===== src/rtl/pipe_pkg.sv =====
// pipe_pkg: shared MDU op codes, latencies, EPC register number and MDU FSM state encoding
package pipe_pkg;
  localparam logic [1:0] OP_NONE = 2'd0;
  localparam logic [1:0] OP_MULT = 2'd1;
  localparam logic [1:0] OP_DIV = 2'd2;
  localparam logic [3:0] MULT_CYC = 4'd5;
  localparam logic [3:0] DIV_CYC = 4'd10;
  localparam logic [4:0] EPC_REG = 5'd14;
  typedef enum logic {IDLE, BUSY} mdu_state_e;
endpackage


===== src/rtl/mdu_busy_fsm.sv =====
// mdu_busy_fsm: MDU occupancy tracker; in clk, reset (async active-low), req, mdu_op[1:0]; out busy
module mdu_busy_fsm
  import pipe_pkg::*;
(
  input  logic       clk,
  input  logic       reset,
  input  logic       req,
  input  logic [1:0] mdu_op,
  output logic       busy
);
  mdu_state_e state_q, state_d;
  logic [3:0] cnt_q, cnt_d;
  logic start;
  always_comb begin
    start = state_q == IDLE && !req && (mdu_op == OP_MULT || mdu_op == OP_DIV);
    state_d = start ? BUSY : (state_q == BUSY && cnt_q == 4'd1) ? IDLE : state_q;
    cnt_d = start ? (mdu_op == OP_DIV ? DIV_CYC : MULT_CYC) : state_q == BUSY ? cnt_q - 4'd1 : cnt_q;
    busy = state_q == BUSY || start;
  end
  always_ff @(posedge clk or negedge reset)
    if (!reset) begin
      state_q <= IDLE;
      cnt_q <= 4'd0;
    end else begin
      state_q <= state_d;
      cnt_q <= cnt_d;
    end
endmodule


===== src/rtl/pipe_ctrl.sv =====
// pipe_ctrl: pipeline stall/flush control; hazard inputs from D/E/M, Req, MDU op; outputs StallF/D/E, FlushD/M/W, Busy; option PIPE_CTRL_ERET_HAZARD_EN
module pipe_ctrl
  import pipe_pkg::*;
(
  input  logic       clk,
  input  logic       reset,
  input  logic       Req,
  input  logic [4:0] RsD,
  input  logic [4:0] RtD,
  input  logic [1:0] Tuse_rsD,
  input  logic [1:0] Tuse_rtD,
  input  logic       RegWriteE,
  input  logic       RegWriteM,
  input  logic [4:0] WriteRegE,
  input  logic [4:0] WriteRegM,
  input  logic [1:0] TnewE,
  input  logic [1:0] TnewM,
  input  logic [1:0] mdu_opE,
  input  logic       mdu_useD,
  input  logic       eretD,
  input  logic       CP0WriteE,
  input  logic       CP0WriteM,
  input  logic [4:0] RdE,
  input  logic [4:0] RdM,
  output logic       StallF,
  output logic       StallD,
  output logic       StallE,
  output logic       FlushD,
  output logic       FlushM,
  output logic       FlushW,
  output logic       Busy
);
  logic haz_rs, haz_rt, haz_eret, stall;
  mdu_busy_fsm u_mdu (.clk(clk), .reset(reset), .req(Req), .mdu_op(mdu_opE), .busy(Busy));
  assign haz_rs = RsD != 5'd0 && ((RegWriteE && WriteRegE == RsD && TnewE > Tuse_rsD) || (RegWriteM && WriteRegM == RsD && TnewM > Tuse_rsD));
  assign haz_rt = RtD != 5'd0 && ((RegWriteE && WriteRegE == RtD && TnewE > Tuse_rtD) || (RegWriteM && WriteRegM == RtD && TnewM > Tuse_rtD));
`ifdef PIPE_CTRL_ERET_HAZARD_EN
  assign haz_eret = eretD && ((CP0WriteE && RdE == EPC_REG) || (CP0WriteM && RdM == EPC_REG));
`else
  logic unused_eret;
  assign unused_eret = ^{eretD, CP0WriteE, CP0WriteM, RdE, RdM};
  assign haz_eret = 1'b0;
`endif
  assign stall = (haz_rs || haz_rt || (mdu_useD && Busy) || haz_eret) && !Req;
  assign StallF = stall;
  assign StallD = stall;
  assign StallE = stall;
  assign FlushD = Req;
  assign FlushM = Req;
  assign FlushW = Req;
endmodule


===== config.mk =====
export PLATFORM = sky130hd
export DESIGN_NAME = pipe_ctrl
export DESIGN_NICKNAME = d
export VERILOG_FILES = /design/src/rtl/pipe_pkg.sv /design/src/rtl/mdu_busy_fsm.sv /design/src/rtl/pipe_ctrl.sv
export SDC_FILE = /design/constraint.sdc
export NUM_CORES = 1
export LEC_CHECK = 0
export ABC_AREA = 1
export BUFFER_PORTS_ARGS = -buffer_cell sky130_fd_sc_hd__clkbuf_2
export CORE_ASPECT_RATIO = 1.1
export CORE_MARGIN = 4
export CORE_UTILIZATION = 40
export DETAILED_ROUTE_END_ITERATION = 8
export GPL_TIMING_DRIVEN = 0
export PLACE_DENSITY = 0.82
export SLEW_MARGIN = 5
export SYNTH_ARGS = -nofsm -noshare
export SYNTH_HDL_FRONTEND = slang
export SYNTH_HIERARCHICAL = 1
export SYNTH_SLANG_ARGS = --single-unit

===== constraint.sdc =====
create_clock -name clk -period 1.35 [get_ports clk]
set_input_delay 0.2025 -clock clk [delete_from_list [all_inputs] [get_ports clk]]
set_output_delay 0.2025 -clock clk [all_outputs]
set_load 0.01 [all_outputs]

# After elaboration in Yosys (flattened, before gate mapping)
# Index checks and enable logic that the tools add are counted.
# totals
register_bits,5
# op_classes
addsub,1
magnitude_cmp,4
eq_ne,7
mux,5
bitwise_logic,1
reduce_logical,26
# op_table
cell,n
$eq A5 B5 Y1,4
$logic_and A1 B1 Y1,15
$mux W4,3
$reduce_bool A5 Y1,2
$gt A2 B2 Y1,4
$logic_or A1 B1 Y1,6
$eq A4 B1 Y1 const B,1
$reduce_bool A2 Y1,2
$sub A4 B1 Y4 const B,1
$eq A2 B1 Y1 const B,1
$eq A2 B2 Y1 const B,1
$mux W1,2
$logic_not A1 Y1,1
$not A1 Y1,1

# Depth between registers and ports, before layout
# Gate-level depths: netlist of the first run.
# logic_depth
depth_word,8
ltp_mapped,14
ltp_nobuf,13

# Cells and area by module
# The synthesis of the first run kept the hierarchy.
# by_module_without_submodules
mod,instances,cells_per_inst,area_each_um2,seq_area_each_um2
pipe_ctrl,1,121,630.6,0.0
mdu_busy_fsm,1,47,347.8,125.1

# Least setup slack after synthesis of the first run
# Ideal clock, no wire load.
# synth_timing
kind,in2out
from,in Tuse_rtD[1]
to,out StallE
arrival_ns,1.321
required_time_ns,1.148
slack_ns,-0.173
path_stages,14
path_buffers,1
cell_sequence,inv_1 -> ha_1 -> nand2_1 -> inv_1 -> nor2_1 -> nand2_1 -> nor2_1 -> nand2_1 -> nand2_1 -> nand2_1 -> nand3_1 -> nand2_1 -> inv_1 -> buf_4
# synth_between
elab_chain_cells,7
word_cells_on_any_way,9
# synth_rtl
item,line,rtl
from (decl),pipe_ctrl.sv:11,"input logic [1:0] Tuse_rtD,"
$gt A2 B2 Y1,pipe_ctrl.sv:36,assign haz_rt = RtD != 5'd0 && ((RegWriteE && WriteRegE == RtD && TnewE > Tuse_rtD) || (RegWriteM && WriteRegM ...
$logic_and A1 B1 Y1,pipe_ctrl.sv:36,
$logic_or A1 B1 Y1 (*),pipe_ctrl.sv:36,
$logic_and A1 B1 Y1 (*),pipe_ctrl.sv:36,
$logic_or A1 B1 Y1 (*) (2 in a row),pipe_ctrl.sv:44,assign stall = (haz_rs || haz_rt || (mdu_useD && Busy) || haz_eret) && !Req;
$logic_and A1 B1 Y1 (*),pipe_ctrl.sv:44,
to (decl),pipe_ctrl.sv:27,"output logic StallE,"
# Mark *: on every way between the ends. The rest lies on a longest branch, timed or not.

# Final worst setup path of the first run
# layout_timing
from,in Tuse_rsD[0]
to,out StallE
# layout_between
elab_chain_cells,7
word_cells_on_any_way,9
# layout_rtl
item,line,rtl
from (decl),pipe_ctrl.sv:10,"input logic [1:0] Tuse_rsD,"
$gt A2 B2 Y1,pipe_ctrl.sv:35,assign haz_rs = RsD != 5'd0 && ((RegWriteE && WriteRegE == RsD && TnewE > Tuse_rsD) || (RegWriteM && WriteRegM ...
$logic_and A1 B1 Y1,pipe_ctrl.sv:35,
$logic_or A1 B1 Y1 (*),pipe_ctrl.sv:35,
$logic_and A1 B1 Y1 (*),pipe_ctrl.sv:35,
$logic_or A1 B1 Y1 (*) (2 in a row),pipe_ctrl.sv:44,
$logic_and A1 B1 Y1 (*),pipe_ctrl.sv:44,
# Marked as above.

==> results.md, run 1 <==
- Post-route cell area: 0.001470 mm2
- Initial antenna violation count: 0
- Die extent in x: 55.16 um
- Crit path launch type: primary input
- Share of layout cells above drive strength 1: 36.74%
- GPL Wtd Cong: 0.8146
- Clock Sinks: 5
- Seq cells post-synth: 5
- Post-Syn Area per Cell: 5.824 um2
- Top Ports: 56
- Total track usage: 15.75%
- Final Instance Count excl. Fillers: roughly 250
- TritonCTS clock tree: yes
- Grt ovf: 0
- Root Buffer: clkbuf_4
- Worst-Margin Slew: roughly 0.32 ns
- Pin count of the biggest net entering global routing: 9
- Setup Skew: 0.001479 ns
- Number of port buffers: 42
- Pwr dens: slightly above 800 mW/mm2
- Yosys warning count: 6
- Dpl cells: 240
- Num CTS Buffers: 3
- Worst Path Max Fanout: 3
- Max-slew violation count: 0
- Hold Crit Class: in2async
- Core Box Area: 0.002297 mm2
- Antenna viol nets, final: 0
- Mapped Area: around 980 um2
- CP endpoint kind: output pin
- Met1 WL: 1061 um
- Number of library cell types mapped by synthesis: 20
- CP arrival: 1.48 ns
- Die footprint: 0.003302 mm2
- Syn_nets: 228
- Req. time, crit path: 1.15 ns
- Vias: about 1100
- Critical path class: in2out
- Chip height: 59.87 um
- Layout area overhead: 50.26%
- DR pass1 iterations: 4
- Fmax: 592.9 MHz
- Initial DRC count: 13
- Effective utilization at floorplan: 42.59%
- Fin crit period: 1.687 ns
- Leak Pwr: 0.8410 nW
- Global-route wire length before repair: 3870 um
- Post-DP HPWL: ~2000 um
- H-tree Lvls: 1
- Num rows: 18
- Gate Count Post-Synth: 168
- Worst slew margin: 78.57%
- RSZ-0062 raised after global routing: true
- Pre-CTS setup slack: -0.4454 ns
- # Post-CTS Setup Buffers: 0
- WL per Instance: 10.31 um
- Vias per cell: roughly 4.4
- Final WL: 2527 um
- Final setup vio count: 3
- Final Hold Viols: 0
- Crit share post-route: 124.9%
- Met2 WL: around 1200 um
- Violated checks: negative setup slack
- Inserted Diodes: 0
- Vias in the first global route: 988
- Placed cell area: 0.001339 mm2
- Skew-Pair Late Insertion Delay: 0.23 ns
- DR top layer: met4
- Max VDD drop: about 0.0012 V
- Final setup margin: -0.3366 ns
- Status: finished, violations left
- DRC violations left: 0
- Fillers: 227
- Routed wl met3: 206 um
- Register area share after synthesis: 12.79%
- Maximum root-to-sink buffer count: 2
- Clock transition at the registers of the reported paths: ~0.040 ns
- Final nets: 276
- Max_cap viols: 0
==> timing repair <==
action                     in CTS  in global routing
pin swaps                       7                 16
cloned                          0                  0
gates resized for setup         7                 15
hold buffers                    1                  0
setup endpoints to repair       3                  4
hold endpoints to repair        5                  0
==> metal layers <==
layer	track usage, %	vias to the layer above
met5	0	-
met2	29.05	41
li1	-	588
met3	4.738	4
met1	18.66	452
met4	0	0
==> path summary, 6_finish.rpt <==
path	slack [ns]	cells past startpoint	to	startpoint
max	-0.34	15	StallE	Tuse_rsD[0]
min	0.35	2	u_mdu/cnt_q[2]	reset
max reg2reg	0.30	5	u_mdu/cnt_q[1]	u_mdu/cnt_q[0]
min reg2reg	0.59	2	u_mdu/cnt_q[1]	u_mdu/cnt_q[1]
max in group asynchronous	0.86	2	u_mdu/cnt_q[0]	reset
min in group clk	0.40	4	u_mdu/cnt_q[1]	Req
==> critical path: stages <==
cell and delay, ns:
clkbuf_2 0.13, ha_4 0.25, nand2_1 0.05, inv_1 0.04, nor2_2 0.07, nand2_1 0.05, nor2_1 0.11, nand2_1 0.07
nand2_1 0.07, nand2_1 0.05, nand3_1 0.07, nand2_1 0.07, inv_2 0.07, buf_6 0.09, buf_6 0.09
==> state kept, by name (all words and copies together), names as in the netlist <==
name and flops:
u_mdu/state_q 1, u_mdu/cnt_q 4
==> power breakdown <==
| part | internal (W) | switching (W) | leakage [nW] |
|---|---|---|---|
| Clock | 0.000111 | 0.0000524 | 0.0150 |
| Combinational | 0.000346 | 0.000406 | 0.769 |
| Sequential | 0.000227 | 0.0000630 | 0.0573 |
| Total | 0.000685 | 0.000521 | 0.841 |
==> through the flow <==
stage	power, W	util (%)	hold WS [ns]	setup TNS [ns]
5_1_grt	0.001342	64.00	0.3437	-1.411
3_3_place_gp	0.0009567	58.28	0.02521	-1.240
6_report	0.001206	64.00	0.3456	-0.9604
4_1_cts	0.001177	61.66	0.3160	-1.001
3_5_place_dp	0.0009702	58.28	0.02568	-1.266
2_1_floorplan	0.0007726	-	-0.09309	-0.1325
==> Yosys cell counts <==
cell type / instances / area, um2
o21bai_1: 3 / 22.52
nand2_2: 1 / 6.260
dfrtp_1: 5 / 125.1
inv_2: 3 / 11.26
buf_4: 6 / 45.04
nor2_4: 1 / 11.26
a21oi_1: 5 / 25.02
nand3_1: 6 / 30.03
nor2_2: 2 / 12.51
nand3_2: 1 / 10.01
nor4_1: 1 / 6.260
xnor2_1: 9 / 78.83
nand3b_1: 1 / 7.510
nand2_1: 53 / 198.9
nor2_1: 18 / 67.56
inv_1: 35 / 131.4
xor2_1: 4 / 35.03
ha_1: 11 / 137.6
nor3_1: 2 / 10.01
a31oi_1: 1 / 6.260
==> kinds of logic (layout without fill, tap and decap cells) <==
| logic type | after synthesis | count (layout) | share of synthesized area [%] |
|---|---|---|---|
| and+or+nand+nor | 86 | 86 | 36.83 |
| buffers and inverters | 44 | 91 | 19.18 |
| xor gates and xnor gates | 13 | 13 | 11.64 |
| adders and majority gates | 11 | 11 | 14.07 |
| AOI/OAI and AO/OA | 9 | 9 | 5.499 |
| DFF | 5 | 5 | 12.79 |
==> area by class of cell <==
type                    count  area (um2)  share of cell area (%)
repair buffers             43       276.5                   18.81
well taps                  30       37.54                   2.553
plain buffers               6       52.55                   3.574
multi-input cells         119       789.5                   53.70
flip-flops and latches      5       125.1                   8.511
clock buffers               4       26.28                   1.787
inverters                  38       162.7                   11.06
==> cells in the final DEF (no fill, tap or decap) <==
cell	netlist	routed
inv_1	35	27
o21bai_4	0	1
dlygate4sd3_1	0	1
buf_2	0	1
clkbuf_1	0	1
clkbuf_16	0	1
ha_1	11	3
nand3_2	1	1
nor2_2	2	2
inv_12	0	1
nor2_4	1	2
inv_2	3	7
nand2_2	1	3
xor2_1	4	4
clkbuf_8	0	1
clkbuf_4	0	3
a31oi_1	1	1
buf_6	0	6
ha_4	0	8
a21oi_1	5	5
nor2_1	18	17
o21bai_1	3	2
nand3b_1	1	1
dfrtp_1	5	5
nand3_1	6	6
nor3_1	2	2
inv_4	0	3
nor4_1	1	1
nand2_1	53	51
xnor2_1	9	9
clkbuf_2	0	34
buf_4	6	5
No activity file was read; power rests on OpenSTA's default activity.
==> run 2, diff against run 1 <==
--- a/config.mk
+++ b/config.mk
@@ -13,6 +13,7 @@
 export DETAILED_ROUTE_END_ITERATION = 8
 export GPL_TIMING_DRIVEN = 0
 export PLACE_DENSITY = 0.82
+export SKIP_LAST_GASP = 1
 export SLEW_MARGIN = 5
 export SYNTH_ARGS = -nofsm -noshare
 export SYNTH_HDL_FRONTEND = slang
==> run 2 against run 1 <==
- the run still ends with negative setup slack left
- cell area stayed put
- cell count stayed put
- global-route usage is the same
- first-iteration DRC count unchanged
- clock skew about the same
- maximum frequency hardly changed
- clock-buffer cell count is the same
- utilization unchanged
==> results.md, run 2 (synthesized netlist as in run 1, its figures left out) <==
- H-tree Lvls: 1 (unchanged)
- Effective utilization at floorplan: 42.59% (unchanged)
- TritonCTS clock tree: yes (unchanged)
- Total Neg Setup Slack: -0.9626 ns (was -0.9604 ns)
- Routed wl met3: 202 um (was 206 um)
- Clock Sinks: 5 (unchanged)
- Largest register by flop count: u_mdu/cnt_q (unchanged)
- Leak Pwr: 0.8410 nW (unchanged)
- Final setup vio count: 3 (unchanged)
- Root Buffer: clkbuf_4 (unchanged)
- Grt ovf: 0 (unchanged)
- Clock transition at the registers of the reported paths: 0.04 ns (about the same)
- DR pass1 iterations: 4 (unchanged)
- Cells along the critical path: clkbuf_2, ha_4, nand2_1, inv_1, nor2_2, nand2_1, nor2_1, nand2_1, nand2_1, nand2_1, nand3_1, nand2_1, inv_2, buf_6, buf_6 (unchanged)
- Maximum root-to-sink buffer count: 2 (unchanged)
- Met1 WL: 1054 um (was 1061 um)
- Die extent in x: 55.16 um (unchanged)
- Num rows: 18 (unchanged)
- Share of layout cells above drive strength 1: 36.74% (unchanged)
- Final setup margin: -0.3382 ns (was -0.3366 ns)
- Crit path max-delay cell type: ha_4 (unchanged)
- CP max stage delay: 0.25 ns (about the same)
- Max VDD drop: 0.001178 V (about the same)
- Skew-Pair Late Insertion Delay: 0.23 ns (about the same)
- Final WL: 2531 um (was 2527 um)
- Max-slew violation count: 0 (unchanged)
- RSZ-0062 raised after global routing: true (unchanged)
- Largest regs: u_mdu/cnt_q (4), u_mdu/state_q (1) (unchanged)
- Crit path buf inv count: 5 (unchanged)
- Total track usage: 15.75% (unchanged)
- DR top layer: met4 (unchanged)
- Max_cap viols: 0 (unchanged)
- Num CTS Buffers: 3 (unchanged)
- Die footprint: 0.003302 mm2 (unchanged)
- Met2 WL: 1259 um (was 1236 um)
- DRC violations left: 0 (unchanged)
- CP dominant cell by count: nand2_1 (unchanged)
- Worst slew margin: 78.57% (about the same)
- Pin count of the biggest net entering global routing: 9 (unchanged)
- Initial DRC count: 13 (unchanged)
- Inserted Diodes: 0 (unchanged)
- Fmax: 592.3 MHz (was 592.9 MHz)
- Worst Path Max Fanout: 3 (unchanged)
- GPL Wtd Cong: 0.8146 (unchanged)
- Top Ports: 56 (unchanged)
- Status: finished, violations left (unchanged)
- Most frequent cells in the layout: nand2_1, clkbuf_2, inv_1, nor2_1, xnor2_1 (unchanged)
- Crit share post-route: 125.1% (was 124.9%)
- WL per Instance: 10.33 um (was 10.31 um)
- Vias in the first global route: 983 (was 988)
- Pwr dens: 821.2 mW/mm2 (was 820.5 mW/mm2)
- Fin crit period: 1.688 ns (was 1.687 ns)
- Core Box Area: 0.002297 mm2 (unchanged)
- Worst-Margin Slew: 0.3185 ns (about the same)
- Setup Skew: 0.001483 ns (was 0.001479 ns)
- CP endpoint kind: output pin (unchanged)
- Req. time, crit path: 1.15 ns (about the same)
- Hold Crit Class: in2async (unchanged)
- Initial antenna violation count: 0 (unchanged)
- Most common cell after layout, fill and taps aside: nand2_1 (unchanged)
- Critical path class: in2out (unchanged)
- Antenna viol nets, final: 0 (unchanged)
- Final Hold Viols: 0 (unchanged)
- Global-route wire length before repair: 3857 um (was 3870 um)
- Post-DP HPWL: 2006 um (unchanged)
- Violated checks: negative setup slack (unchanged)
- Vias per cell: 4.437 (was 4.429)
- Chip height: 59.87 um (unchanged)
- CP arrival: 1.49 ns (was 1.48 ns)
- Crit path launch type: primary input (unchanged)
- Number of port buffers: 42 (unchanged)
- Vias: 1087 (was 1085)
- Final nets: 276 (unchanged)
- Max FFs per register: 4 (unchanged)
- Worst hold slack: 0.3445 ns (was 0.3456 ns)
- Layout area overhead: 50.26% (unchanged)
- Worst path top cell family by delay: simple AND/OR/NAND/NOR gates (unchanged)
## run 2: cell counts in the layout (fill, tap and decap cells not counted)
No cell type changed its count.
## run 2: report_power, final
| group | leakage (nW) | switching (W) | internal (W) |
|---|---|---|---|
| logic | 0.769 | 0.000407 | 0.000347 |
| clock network | 0.0150 | 0.0000524 | 0.000111 |
| registers | 0.0573 | 0.0000624 | 0.000227 |
## run 2: metrics by stage
| step | area (um2) | setup slack [ns] | utilization [%] | cells | power, W |
|---|---|---|---|---|---|
| floorplan | 1091 | -0.06627 | - | 168 | 0.0007726 |
| global route | 1470 | -0.4866 | 64.00 | 245 | 0.001341 |
| detailed placement | 1339 | -0.4454 | 58.28 | 240 | 0.0009702 |
| global placement | 1339 | -0.4368 | 58.28 | 240 | 0.0009567 |
| CTS | 1404 | -0.3741 | 61.11 | 245 | 0.001167 |
| finish | 1470 | -0.3382 | 64.00 | 245 | 0.001207 |
## run 2: per-layer routing
metal / global-route usage, % / vias up
li1: - / 588
met1: 18.36 / 460
met2: 29.39 / 37
met3: 4.738 / 2
met4: 0 / 0
met5: 0 / -
## run 2: cell type report
class	count	area, um2
repair buffers	43	276.5
plain buffers	6	52.55
clock buffers	4	26.28
multi-input cells	119	789.5
flip-flops and latches	5	125.1
inverters	38	162.7
fillers	230	827.0
well taps	30	37.54
## run 2: worst reg2reg max path: cells and delay by family (launching register included)
kind,cells,cell delay (ns)
adder cells (fa/ha/maj),1,0.24
buffers and inverters,1,0.12
flip-flops,1,0.38
AND/OR/NAND/NOR,2,0.11
AO/OA/AOI/OAI,1,0.12
## run 2: final timing paths
check | slack, ns | depth (start not counted) | end | start
min reg2reg | 0.59 | 2 | u_mdu/cnt_q[1] | u_mdu/cnt_q[1]
min in group clk | 0.40 | 4 | u_mdu/cnt_q[1] | Req
min | 0.34 | 2 | u_mdu/cnt_q[2] | reset
max reg2reg | 0.29 | 5 | u_mdu/cnt_q[1] | u_mdu/cnt_q[0]
max in group asynchronous | 0.87 | 2 | u_mdu/cnt_q[0] | reset
max | -0.34 | 15 | StallE | Tuse_rsD[0]
## run 2: timing repair
action | in CTS | in global routing
setup endpoints to repair | 3 | 4
endpoints found under the hold margin | 5 | 0
hold buffers | 1 | 0
gates cloned | 0 | 0
pin swaps | 7 | 16
resized for setup | 5 | 19
setup buffers | 0 | 0
